**config.mk**
```make
export PLATFORM = sky130hd
export DESIGN_NAME = rom_load_arbiter_flat
export DESIGN_NICKNAME = d
export VERILOG_FILES = /design/src/rtl/rom_load_arbiter_pkg.sv /design/src/rtl/rom_load_arbiter_if.sv /design/src/rtl/rom_load_arbiter_sync_fifo.sv /design/src/rtl/rom_load_arbiter.sv /design/src/flat_wrapper.sv
export SDC_FILE = /design/constraint.sdc
export NUM_CORES = 1
export LEC_CHECK = 0
export CAP_MARGIN = 15
export CORE_AREA = 2 2 113 115
export DETAILED_ROUTE_END_ITERATION = 7
export DIE_AREA = 0 0 115 117
export PLACE_DENSITY = 0.84
export SYNTH_ARGS = -nofsm -noshare
export SYNTH_HDL_FRONTEND = slang
export SYNTH_SLANG_ARGS = --single-unit
```
**constraint.sdc**
```tcl
create_clock -name clk_sys -period 2.4 [get_ports clk_sys]
set_input_delay 0.36 -clock clk_sys [delete_from_list [all_inputs] [get_ports clk_sys]]
set_output_delay 0.36 -clock clk_sys [all_outputs]
set_load 0.02 [all_outputs]
```
**src/rtl/rom_load_arbiter_pkg.sv**
```systemverilog
// Shared types for the ROM download / read arbiter.
//   arb_state_t  : arbiter FSM states
//   fifo_entry_t : one queued download write {addr, data}
//   rr_grant1    : round-robin pick between the two read ports
package rom_arb_pkg;

    typedef enum logic [1:0] {
        IDLE     = 2'd0,
        WRITE    = 2'd1,
        RD_ISSUE = 2'd2,
        RD_DATA  = 2'd3
    } arb_state_t;

    // The entry address field is sized for the widest supported memory;
    // narrower instances zero-extend on push and truncate on pop.
    localparam int unsigned ENTRY_AW = 24;

    typedef struct packed {
        logic [ENTRY_AW-1:0] addr;
        logic [7:0]          data;
    } fifo_entry_t;

    // Returns 1 when port 1 wins. With both pending, the port that did not
    // win last time is chosen.
    function automatic logic rr_grant1(input logic p0, input logic p1, input logic last);
        return p1 & (~p0 | ~last);
    endfunction

endpackage

```
**src/rtl/rom_load_arbiter_if.sv**
```systemverilog
// Read-request and memory bus bundle for rom_load_arbiter.
//   req0/req1, addr0/addr1 : read requests (held until ack)
//   ack0/ack1, rdata0/1    : one-cycle ack pulse, read data held until next ack
//   mem_addr/we/din        : memory port driven by the arbiter
//   mem_dout               : memory read data, valid one cycle after mem_addr
// slave  : arbiter side
// master : core side (requesters and memory)
interface rom_load_arbiter_if #(
    parameter int unsigned AW = 16
);
    logic          req0;
    logic          req1;
    logic [AW-1:0] addr0;
    logic [AW-1:0] addr1;
    logic          ack0;
    logic          ack1;
    logic [7:0]    rdata0;
    logic [7:0]    rdata1;
    logic [AW-1:0] mem_addr;
    logic          mem_we;
    logic [7:0]    mem_din;
    logic [7:0]    mem_dout;

    modport slave (
        input  req0, req1, addr0, addr1, mem_dout,
        output ack0, ack1, rdata0, rdata1, mem_addr, mem_we, mem_din
    );

    modport master (
        output req0, req1, addr0, addr1, mem_dout,
        input  ack0, ack1, rdata0, rdata1, mem_addr, mem_we, mem_din
    );
endinterface

```
**src/rtl/rom_load_arbiter_sync_fifo.sv**
```systemverilog
// Synchronous FIFO with same-cycle push/pop.
//   clk, rst : clock, asynchronous active-high reset
//   i_push   : write request (ignored when full unless popping this cycle)
//   i_din    : write data
//   i_pop    : read request (ignored when empty)
//   o_dout   : head entry
//   o_count  : number of stored entries
module sync_fifo #(
    parameter int unsigned WIDTH = 8,
    parameter int unsigned DEPTH = 4
) (
    input  logic                     clk,
    input  logic                     rst,
    input  logic                     i_push,
    input  logic [WIDTH-1:0]         i_din,
    input  logic                     i_pop,
    output logic [WIDTH-1:0]         o_dout,
    output logic [$clog2(DEPTH):0]   o_count
);
    localparam int unsigned PW = $clog2(DEPTH);

    logic [WIDTH-1:0] r_mem [DEPTH];
    logic [PW-1:0]    r_wptr;
    logic [PW-1:0]    r_rptr;
    logic [PW:0]      r_count;
    logic             w_pop_ok;
    logic             w_push_ok;

    assign w_pop_ok  = i_pop & (r_count != '0);
    assign w_push_ok = i_push & ((r_count != (PW+1)'(DEPTH)) | w_pop_ok);

    always_ff @(posedge clk) begin
        if (w_push_ok) r_mem[r_wptr] <= i_din;
    end

    always_ff @(posedge clk or posedge rst) begin
        if (rst) begin
            r_wptr  <= '0;
            r_rptr  <= '0;
            r_count <= '0;
        end else begin
            if (w_push_ok) r_wptr <= r_wptr + 1'b1;
            if (w_pop_ok)  r_rptr <= r_rptr + 1'b1;
            case ({w_push_ok, w_pop_ok})
                2'b10:   r_count <= r_count + 1'b1;
                2'b01:   r_count <= r_count - 1'b1;
                default: r_count <= r_count;
            endcase
        end
    end

    assign o_dout  = r_mem[r_rptr];
    assign o_count = r_count;
endmodule

```
**src/rtl/rom_load_arbiter.sv**
```systemverilog
// Shares one single-port memory between the download write stream and two
// round-robin read requesters. Download writes are buffered and always win
// at IDLE; a read already issued runs to completion.
//   clk_sys, reset          : clock, asynchronous active-high reset
//   dn_download/wr/addr/data: download stream from data_io
//   bus (slave)             : read req/ack ports and memory port
//   overflow                : sticky, a write was dropped on a full FIFO
//   load_done               : pulse once the download ended and writes drained
module rom_load_arbiter
    import rom_arb_pkg::*;
#(
    parameter int unsigned AW         = 16,
    parameter logic [24:0] ROM_BASE   = 25'h0,
    parameter int unsigned FIFO_DEPTH = 4
) (
    input  logic              clk_sys,
    input  logic              reset,
    input  logic              dn_download,
    input  logic              dn_wr,
    input  logic [24:0]       dn_addr,
    input  logic [7:0]        dn_data,
    rom_load_arbiter_if.slave bus,
    output logic              overflow,
    output logic              load_done
);
    localparam int unsigned CW = $clog2(FIFO_DEPTH) + 1;

    arb_state_t    r_state, w_next;
    logic [24:0]   w_off;
    logic          w_in_range, w_push, w_pop, w_empty, w_full, w_drop;
    logic [CW-1:0] w_count;
    fifo_entry_t   w_push_entry, w_head;
    logic          w_pend0, w_pend1, w_grant1, w_load_wr, w_load_rd;
    logic          r_last, r_sel, r_dl_q, r_armed, r_overflow;
    logic [AW-1:0] r_mem_addr;
    logic          r_mem_we;
    logic [7:0]    r_mem_din;
    logic          r_ack0, r_ack1;
    logic [7:0]    r_rdata0, r_rdata1;

    // Window check on the offset also catches ROM_BASE+2^AW overflowing 25 bits.
    assign w_off      = dn_addr - ROM_BASE;
    assign w_in_range = (dn_addr >= ROM_BASE) && ((w_off >> AW) == '0);
    assign w_push     = dn_wr & w_in_range;

    always_comb begin
        w_push_entry.addr = ENTRY_AW'(w_off[AW-1:0]);
        w_push_entry.data = dn_data;
    end

    sync_fifo #(
        .WIDTH($bits(fifo_entry_t)),
        .DEPTH(FIFO_DEPTH)
    ) u_fifo (
        .clk    (clk_sys),
        .rst    (reset),
        .i_push (w_push),
        .i_din  (w_push_entry),
        .i_pop  (w_pop),
        .o_dout (w_head),
        .o_count(w_count)
    );

    assign w_empty = (w_count == '0);
    assign w_full  = (w_count == CW'(FIFO_DEPTH));
    assign w_drop  = w_push & w_full & ~w_pop;

    // A request still high during its own ack cycle is the one just served.
    assign w_pend0  = bus.req0 & ~r_ack0;
    assign w_pend1  = bus.req1 & ~r_ack1;
    assign w_grant1 = rr_grant1(w_pend0, w_pend1, r_last);

    always_comb begin
        w_next    = r_state;
        w_pop     = 1'b0;
        w_load_wr = 1'b0;
        w_load_rd = 1'b0;
        case (r_state)
            IDLE: begin
                if (!w_empty) begin
                    w_next    = WRITE;
                    w_load_wr = 1'b1;
                end else if (w_pend0 | w_pend1) begin
                    w_next    = RD_ISSUE;
                    w_load_rd = 1'b1;
                end
            end
            WRITE: begin
                w_pop  = 1'b1;
                w_next = IDLE;
            end
            RD_ISSUE: w_next = RD_DATA;
            RD_DATA:  w_next = IDLE;
            default:  w_next = IDLE;
        endcase
    end

    always_ff @(posedge clk_sys or posedge reset) begin
        if (reset) r_state <= IDLE;
        else       r_state <= w_next;
    end

    always_ff @(posedge clk_sys or posedge reset) begin
        if (reset) begin
            r_last     <= 1'b1;
            r_sel      <= 1'b0;
            r_mem_addr <= '0;
            r_mem_we   <= 1'b0;
            r_mem_din  <= '0;
            r_ack0     <= 1'b0;
            r_ack1     <= 1'b0;
            r_rdata0   <= '0;
            r_rdata1   <= '0;
            r_dl_q     <= 1'b0;
            r_armed    <= 1'b0;
            r_overflow <= 1'b0;
        end else begin
            r_mem_we <= 1'b0;
            r_ack0   <= 1'b0;
            r_ack1   <= 1'b0;
            if (w_load_wr) begin
                r_mem_we   <= 1'b1;
                r_mem_addr <= AW'(w_head.addr);
                r_mem_din  <= w_head.data;
            end
            if (w_load_rd) begin
                r_mem_addr <= w_grant1 ? bus.addr1 : bus.addr0;
                r_sel      <= w_grant1;
                r_last     <= w_grant1;
            end
            if (r_state == RD_DATA) begin
                if (r_sel) begin
                    r_rdata1 <= bus.mem_dout;
                    r_ack1   <= 1'b1;
                end else begin
                    r_rdata0 <= bus.mem_dout;
                    r_ack0   <= 1'b1;
                end
            end
            r_dl_q <= dn_download;
            if (dn_download & ~r_dl_q)      r_armed <= 1'b0;
            else if (~dn_download & r_dl_q) r_armed <= 1'b1;
            else if (load_done)             r_armed <= 1'b0;
            if (w_drop) r_overflow <= 1'b1;
        end
    end

    assign load_done    = r_armed & w_empty & (r_state == IDLE);
    assign overflow     = r_overflow;
    assign bus.mem_addr = r_mem_addr;
    assign bus.mem_we   = r_mem_we;
    assign bus.mem_din  = r_mem_din;
    assign bus.ack0     = r_ack0;
    assign bus.ack1     = r_ack1;
    assign bus.rdata0   = r_rdata0;
    assign bus.rdata1   = r_rdata1;
endmodule

```
**src/flat_wrapper.sv**
```systemverilog
// flat-port wrapper written by rule: the top's interface ports become plain ports
module rom_load_arbiter_flat import rom_arb_pkg::*;
#(
    parameter int unsigned AW         = 16,
    parameter logic [24:0] ROM_BASE   = 25'h0,
    parameter int unsigned FIFO_DEPTH = 4
)
  (clk_sys, reset, dn_download, dn_wr, dn_addr, dn_data, overflow, load_done, bus_req0, bus_req1, bus_addr0, bus_addr1, bus_mem_dout, bus_ack0, bus_ack1, bus_rdata0, bus_rdata1, bus_mem_addr, bus_mem_we, bus_mem_din);
  rom_load_arbiter_if #(.AW(AW)) bus_i ();
  input  logic clk_sys;
  input  logic reset;
  input  logic dn_download;
  input  logic dn_wr;
  input  logic [24:0] dn_addr;
  input  logic [7:0] dn_data;
  output logic overflow;
  output logic load_done;
  input wire logic [$bits(bus_i.req0)-1:0] bus_req0;
  input wire logic [$bits(bus_i.req1)-1:0] bus_req1;
  input wire logic [$bits(bus_i.addr0)-1:0] bus_addr0;
  input wire logic [$bits(bus_i.addr1)-1:0] bus_addr1;
  input wire logic [$bits(bus_i.mem_dout)-1:0] bus_mem_dout;
  output wire logic [$bits(bus_i.ack0)-1:0] bus_ack0;
  output wire logic [$bits(bus_i.ack1)-1:0] bus_ack1;
  output wire logic [$bits(bus_i.rdata0)-1:0] bus_rdata0;
  output wire logic [$bits(bus_i.rdata1)-1:0] bus_rdata1;
  output wire logic [$bits(bus_i.mem_addr)-1:0] bus_mem_addr;
  output wire logic [$bits(bus_i.mem_we)-1:0] bus_mem_we;
  output wire logic [$bits(bus_i.mem_din)-1:0] bus_mem_din;
  assign bus_i.req0 = bus_req0;
  assign bus_i.req1 = bus_req1;
  assign bus_i.addr0 = bus_addr0;
  assign bus_i.addr1 = bus_addr1;
  assign bus_i.mem_dout = bus_mem_dout;
  assign bus_ack0 = bus_i.ack0;
  assign bus_ack1 = bus_i.ack1;
  assign bus_rdata0 = bus_i.rdata0;
  assign bus_rdata1 = bus_i.rdata1;
  assign bus_mem_addr = bus_i.mem_addr;
  assign bus_mem_we = bus_i.mem_we;
  assign bus_mem_din = bus_i.mem_din;
  rom_load_arbiter #(.AW(AW), .ROM_BASE(ROM_BASE), .FIFO_DEPTH(FIFO_DEPTH)) u_core (.clk_sys(clk_sys), .reset(reset), .dn_download(dn_download), .dn_wr(dn_wr), .dn_addr(dn_addr), .dn_data(dn_data), .bus(bus_i), .overflow(overflow), .load_done(load_done));
endmodule
```
== Word level (Yosys, flattened, before mapping) ==
Memories as Yosys holds them, arrays and structs flattened.
Index checks and enable logic that the tools add are counted.

* Register bits after elaboration: 57
* Latch bits: 0
* Bits in writable memories: 96
* ROM bits: 0
* Memories kept: 1

* $add $sub $neg: 4
* Multipliers: 0
* Divide/modulo/power cells: 0
* $lt $le $gt $ge: 1
* Eq/ne operators: 8
* Shift-type cells: 0
* Muxes and demuxes: 23
* Bitwise logic cells: 23
* Reduce and logical (&&, ||, !) cells: 11

{| class="wikitable"
|+ Memory list
! memory !! words !! width !! rd ports !! clocked after Yosys merged registers in !! write ports !! RTL line !! text
|-
| u_core.u_fifo.r_mem || 4 || 24 || 1 || 0 || 1 || rom_load_arbiter_sync_fifo.sv:22 || <nowiki>logic [WIDTH-1:0] r_mem [DEPTH];</nowiki>
|}

{| class="wikitable"
|+ Operators with widths
! kind !! number
|-
| two-way mux 16 bit || 3
|-
| >= comparator 25 x 1 -> 1 bit, second input constant || 1
|-
| zero test 25 bit || 1
|-
| two-way mux 1 bit || 16
|-
| bitwise AND 1 bit || 12
|-
| NOT 1 bit || 8
|-
| == test 2 bit, second input constant || 3
|-
| != test 3 bit, second input constant || 2
|-
| one-hot mux 2 bit (3 select lines) || 1
|-
| one-hot mux 3 bit (2 select lines) || 1
|-
| nonzero test 3 bit || 2
|-
| adder 2 x 1 -> 2 bit, second input constant || 2
|-
| == test 2 x 1 -> 1 bit, second input constant || 2
|-
| two-way mux 2 bit || 2
|-
| AND reduction 2 bit || 2
|-
| nonzero test 2 bit || 2
|-
| adder 3 x 1 -> 3 bit, second input constant || 1
|-
| == test 3 bit, second input constant || 1
|-
| zero test 3 bit || 1
|-
| bitwise OR 1 bit || 3
|-
| subtractor 3 x 1 -> 3 bit, second input constant || 1
|-
| zero test 2 bit || 1
|-
| OR reduction 2 bit || 1
|-
| logical AND 1 bit || 1
|}

== Logic depth before layout (Yosys ltp) ==
* Depth in word-level cells: 7
* Depth in mapped cells: 8

== Cells and area by module ==
From an unflattened synthesis, not the netlist that was laid out.

* Cell total of the unflattened synthesis: 390
* Area, all modules: 7345.8 um^2

{| class="wikitable"
|+ By module, submodules not included
! module !! times used !! cells an instance !! area each (um^2)
|-
| sync_fifo || 1 || 220 || 5126.2
|-
| rom_load_arbiter || 1 || 170 || 2219.6
|}

== Worst setup path before layout ==
No wires, ideal clock.

* Kind: input to register
* Start point: input port dn_addr[17]
* End point: memory u_core.u_fifo.r_mem[0][0] (netlist name) (enable)
* Setup time: 0.383 ns
* Data arrival time: 1.874 ns
* Required time: 2.017 ns
* Setup slack: 0.144 ns
* Stages on the path: 4
* Buffers on the path: 0
* Cells stage by stage: nor4_1 -> nand4b_1 -> nor2b_1 -> and2_1

* Word-level cells in the longest chain between the ends: 6
* Elaborated cells on any way between the ends: 7

{| class="wikitable"
|+ RTL lines
! what !! RTL line !! text
|-
| from (decl) || flat_wrapper.sv:14 || <nowiki>input logic [24:0] dn_addr;</nowiki>
|-
| >= comparator 25 x 1 -> 1 bit / zero test 25 bit (equally long branches) || rom_load_arbiter.sv:43 || <nowiki>assign w_in_range = (dn_addr >= ROM_BASE) && ((w_off >> AW) == '0);</nowiki>
|-
| logical AND 1 bit (*) || rom_load_arbiter.sv:43 ||
|-
| bitwise AND 1 bit (*) || rom_load_arbiter.sv:44 || <nowiki>assign w_push = dn_wr & w_in_range;</nowiki>
|-
| bitwise AND 1 bit (*) || rom_load_arbiter_sync_fifo.sv:30 || <nowiki>assign w_push_ok = i_push & ((r_count != (PW+1)'(DEPTH)) | w_pop_ok);</nowiki>
|-
| two-way mux 1 bit (*) || rom_load_arbiter_sync_fifo.sv:33 || <nowiki>if (w_push_ok) r_mem[r_wptr] <= i_din;</nowiki>
|-
| two-way mux 1 bit (not written as such) (*) || rom_load_arbiter_sync_fifo.sv:33 ||
|-
| to (decl) || rom_load_arbiter_sync_fifo.sv:22 ||
|}

Every way passes the cells marked *; elsewhere a longest branch is shown, timed or not.

== Worst setup path in the final report ==
* Start point: register u_core.r_state[1]
* End point: register u_core.u_fifo.r_count[2] (netlist: u_core.u_fifo.o_count[2])

* Word-level cells in the longest chain between the ends: 7
* Elaborated cells on any way between the ends: 9

{| class="wikitable"
|+ RTL lines
! what !! RTL line !! text
|-
| from (decl) || rom_load_arbiter.sv:28 || <nowiki>arb_state_t r_state, w_next;</nowiki>
|-
| from (signal assigned) || rom_load_arbiter.sv:100 || <nowiki>else r_state <= w_next;</nowiki>
|-
| == test 2 x 1 -> 1 bit (*) || rom_load_arbiter.sv:78 || <nowiki>case (r_state)</nowiki>
|-
| two-way mux 1 bit (*) || rom_load_arbiter.sv:78 ||
|-
| bitwise AND 1 bit (*) || rom_load_arbiter_sync_fifo.sv:29 || <nowiki>assign w_pop_ok = i_pop & (r_count != '0);</nowiki>
|-
| bitwise OR 1 bit || rom_load_arbiter_sync_fifo.sv:30 ||
|-
| bitwise AND 1 bit || rom_load_arbiter_sync_fifo.sv:30 ||
|-
| == test 2 x 1 -> 1 bit / == test 2 bit (equally long branches) || rom_load_arbiter_sync_fifo.sv:44 || <nowiki>case ({w_push_ok, w_pop_ok})</nowiki>
|-
| one-hot mux 3 bit (2 select lines) / nonzero test 2 bit (equally long branches) || n/a ||
|-
| to (signal assigned) || rom_load_arbiter_sync_fifo.sv:45 || <nowiki>2'b10: r_count <= r_count + 1'b1;</nowiki>
|-
| to (signal assigned) || rom_load_arbiter_sync_fifo.sv:46 || <nowiki>2'b01: r_count <= r_count - 1'b1;</nowiki>
|-
| to (signal assigned) || rom_load_arbiter_sync_fifo.sv:47 || <nowiki>default: r_count <= r_count;</nowiki>
|-
| to (decl) || rom_load_arbiter_sync_fifo.sv:25 || <nowiki>logic [PW:0] r_count;</nowiki>
|}

Marked as above.
A chain may end at the register's enable or synchronous reset.

==> impl_metrics.csv <==
group,metric,value,unit
power_and_ir_drop,p_switching,3.11,mW
placement,dp_hpwl,8890,um
logic_synthesis,synth_xor_area_frac,0.00570,
logic_synthesis,synthFlopType,"edfxtp_1",
grt,overflow,0,
sta,hold_slack,0.276,ns
worst_setup_path,critPathCaptureType,"flip-flop",
worst_setup_path,cp-start-kind,"flip-flop",
power_and_ir_drop,power.density,1190,nW/um^2
final_layout,num-nets-final,600,
die,initial_utilization,0.499,
die,row_count,41,
logic_synthesis,syn_inst,373,
worst_setup_path,rr_startpoint,"u_core.r_state[1]",
die,io_pins,124,
sta,fin_skew,0.0200,ns
power_and_ir_drop,cellLeakagePower,3.14,nW
worst_setup_path,cp_slowest_cell,"dfrtp_1",
final_layout,drive_gt1_frac,0.193,
die,dieArea,13500,sq um
die,core_area,12300,sq um
worst_setup_path,max_stage_delay,0.48,ns
route,routed_wirelength,13000,um
worst_setup_path,crit_family,"simple AND/OR/NAND/NOR gates",
sta,tightest_slew,0.645,ns
sta,hold_viol_final,0,
sta,slew_headroom,0.569,
sta,rsz0062_at_grt,"false",
die,die_h,117,um
logic_synthesis,syn_area,6150,sq um
route,vias,3656,
route,drtPass1Iterations,4,
final_layout,fillers,834,
logic_synthesis,synth-seq-cells,153,
worst_setup_path,reg2reg_depth,7,
run,drv_cap,0,
route,detail_route.vias_per_cell,5.39,
grt,antenna_found_initial,0,
logic_synthesis,yosysSeqAreaShare,0.701,
logic_synthesis,synth_cell_types,34,
route,drt-initial-drc-count,289,
power_and_ir_drop,clkPwrFrac,0.262,
grt,grt_max_degree,31,
sta,setup_viol,0,
power_and_ir_drop,ir_worst_vdd,0.708,mV
route,wire_per_inst,19.1,um
worst_setup_path,path_class,"flip-flop to flip-flop",
clock_tree,cts.clk_slew.worst_paths,0.06,ns
worst_setup_path,crit_start,"u_core.r_state[1]",
power_and_ir_drop,p_int,6.74,mW
sta,slew_viol_final,0,
logic_synthesis,synth_compound_area_frac,0.0529,
min_path,hp-class,"primary input to asynchronous set/reset pin",
sta,tns,0,ns
logic_synthesis,syn_area_per_cell,16.5,sq um
route,drc,0,
logic_synthesis,async_flop_share,0.373,
grt,grtUsageTotal,0.205,
worst_setup_path,worst_ep_arrival_time,2.46,ns
grt,grt_pass1_wl,20100,um
die,die_w,115,um
run_status,outcome,"complete, no violations",
clock_tree,cts_tree,"built",
clock_tree,cts_buffer_depth,2,
clock_tree,cts_sinks,153,
worst_setup_path,worst-path-stages,7,
clock_tree,cts_max_level,4,
worst_setup_path,path_cells,"nand2b_1 > nor2_1 > nand2_1 > fa_1 > nand3_1 > o22ai_1 > a211o_1",
clock_tree,cts_setup_buffers,0,
final_layout,diodes,0,
final_layout,seq_area,4310,sq um
logic_synthesis,synth.top_cell.area_share,0.469,
logic_synthesis,synthMuxAreaShare,0.139,
logic_synthesis,yosys.area.top_type,"edfxtp_1",
worst_setup_path,crit_required,2.71,ns
clock_tree,numCtsBuffers,17,
power_and_ir_drop,pwr-share-seq,0.364,
final_layout,areaGrowthSynthToFinish,34.1,%
worst_setup_path,crit_buf_inv,0,
logic_synthesis,synth_area_leaders,"edfxtp_1 (47%), dfrtp_1 (23%), mux4_2 (8.8%)",
logic_synthesis,synth_fa_ha_area_frac,0.0134,
logic_synthesis,synth_top_family_by_area,"multiplexers",
logic_synthesis,yosys_warnings,0,
sta,period_needed,2.15,ns
power_and_ir_drop,power_frac_comb,0.374,
power_and_ir_drop,swShare,0.316,
logic_synthesis,syn_nets,458,
placement,gp_congestion,0.757,
sta,max_clock_freq,0.464,GHz
logic_synthesis,synth_common_cells,"edfxtp_1 (96), dfrtp_1 (56), nand2_1 (36), mux2_2 (25), mux4_2 (24)",
sta,period_share,0.897,
logic_synthesis,yosys.area_share.simple,0.0631,
route,ant_nets,0,
clock_tree,clock-root-buffer,"clkbuf_16",
clock_tree,clock_latency,0.42,ns
placement,port_buffers,123,
logic_synthesis,yosysMostFrequentCell,"edfxtp_1",
worst_setup_path,cp_max_fo,8,
final_layout,multi_input_area,1690,sq um
grt,grt_pass1_vias,3956,
logic_synthesis,synth_edf_count,96,
[layout make-up]
class,instances,area share
clock inverters,10,0.0143
inverters,14,0.00637
well taps,150,0.0228
repair buffers,142,0.173
flip-flops and latches,153,0.523
multi-input cells,187,0.205
clock buffers,22,0.0563
[worst paths after layout]
check                      slack [ns]                  endpoint
setup / recovery                 0.25  u_core.u_fifo.o_count[2]
hold / removal                   0.28            u_core.r_armed
setup reg to reg                 0.25  u_core.u_fifo.o_count[2]
hold reg to reg                  0.49           u_core.overflow
max in group asynchronous        1.48     u_core.bus.mem_din[2]
min in group clk_sys             0.45             u_core.r_dl_q
[sequential cells by signal (all words and copies together), names as in the netlist]
register and cells:
u_core.u_fifo.o_count 3, u_core.u_fifo.r_mem 96, u_core.bus.ack1 1, u_core.r_dl_q 1, u_core.bus.mem_din 8, u_core.bus.mem_we 1
u_core.bus.ack0 1, u_core.bus.mem_addr 16, u_core.r_state 2, u_core.r_last 1, u_core.u_fifo.r_wptr 2, u_core.r_sel 1
u_core.u_fifo.r_rptr 2, u_core.r_armed 1, u_core.overflow 1, u_core.bus.rdata1 8, u_core.bus.rdata0 8
[per-layer routing]
layer	global-route usage	wire, um
met4	0.0908	148
met5	0	0
met2	0.345	6520
met1	0.253	5590
met3	0.0536	688
[cells by family (layout without fill, tap and decap cells)]
group	Yosys count	in the layout
buffers and inverters	33	188
and+or+nand+nor	80	80
DFF	153	153
xor gates and xnor gates	4	4
adders and majority gates	6	6
AOI/OAI and AO/OA	45	45
muxes	52	52
[worst reg2reg max path, cell delays in order, from the launching register on]
cell and delay, ns:
dfrtp_1 0.48, nand2b_1 0.24, nor2_1 0.26, nand2_1 0.12, fa_1 0.44, nand3_1 0.12
o22ai_1 0.08, a211o_1 0.30
[power groups by stage]
stage | combinational, mW | sequential [mW] | clock [mW]
2_1_floorplan | 1.91 | 3.98 | 0
3_3_place_gp | 3.57 | 3.59 | 0
3_5_place_dp | 3.71 | 3.62 | 0
4_1_cts | 3.72 | 3.58 | 2.64
5_1_grt | 3.98 | 3.63 | 2.74
6_report | 3.69 | 3.58 | 2.59
[through the flow]
| stage | util | setup slack [ns] | area, sq um | instances | power, mW |
|---|---|---|---|---|---|
| after detailed placement | 0.622 | 0.0583 | 7660 | 646 | 7.33 |
| after global placement | 0.622 | 0.157 | 7660 | 646 | 7.16 |
| after global routing | 0.670 | 0.0781 | 8250 | 678 | 10.4 |
| final | 0.670 | 0.246 | 8250 | 678 | 9.86 |
| after CTS | 0.670 | 0.0284 | 8250 | 678 | 9.94 |
| after floorplan | - | 0.144 | 6150 | 373 | 5.89 |
[what timing repair did]
| item | 4_1_cts | 5_1_grt |
|---|---|---|
| resized for setup | 1 | 1 |
| hold buffers | 0 | 0 |
| pin swaps | 0 | 0 |
| setup endpoints to repair | 1 | 1 |
| endpoints found under the hold margin | 0 | 0 |
[cell usage in the layout (no fill, tap or decap), drive strengths merged, types with 2 or more instances in the layout]
master,netlist,layout
a211oi,17,17
a21o,2,2
a21oi,4,4
a31oi,16,16
and2,5,5
and3,16,16
buf,11,19
bufinv,0,2
clkbuf,8,22
clkdlybuf4s50,0,122
clkinv,0,3
clkinvlp,0,4
dfrtp,56,56
edfxtp,96,96
ha,5,5
inv,14,15
mux2,25,25
mux2i,3,3
mux4,24,24
nand2,36,36
nand2b,3,3
nand3,4,4
nor2,7,7
nor2b,3,3
nor3,2,2
nor4,2,2
o22ai,3,3
xnor2,3,3
(Power assumes the default switching activity.)
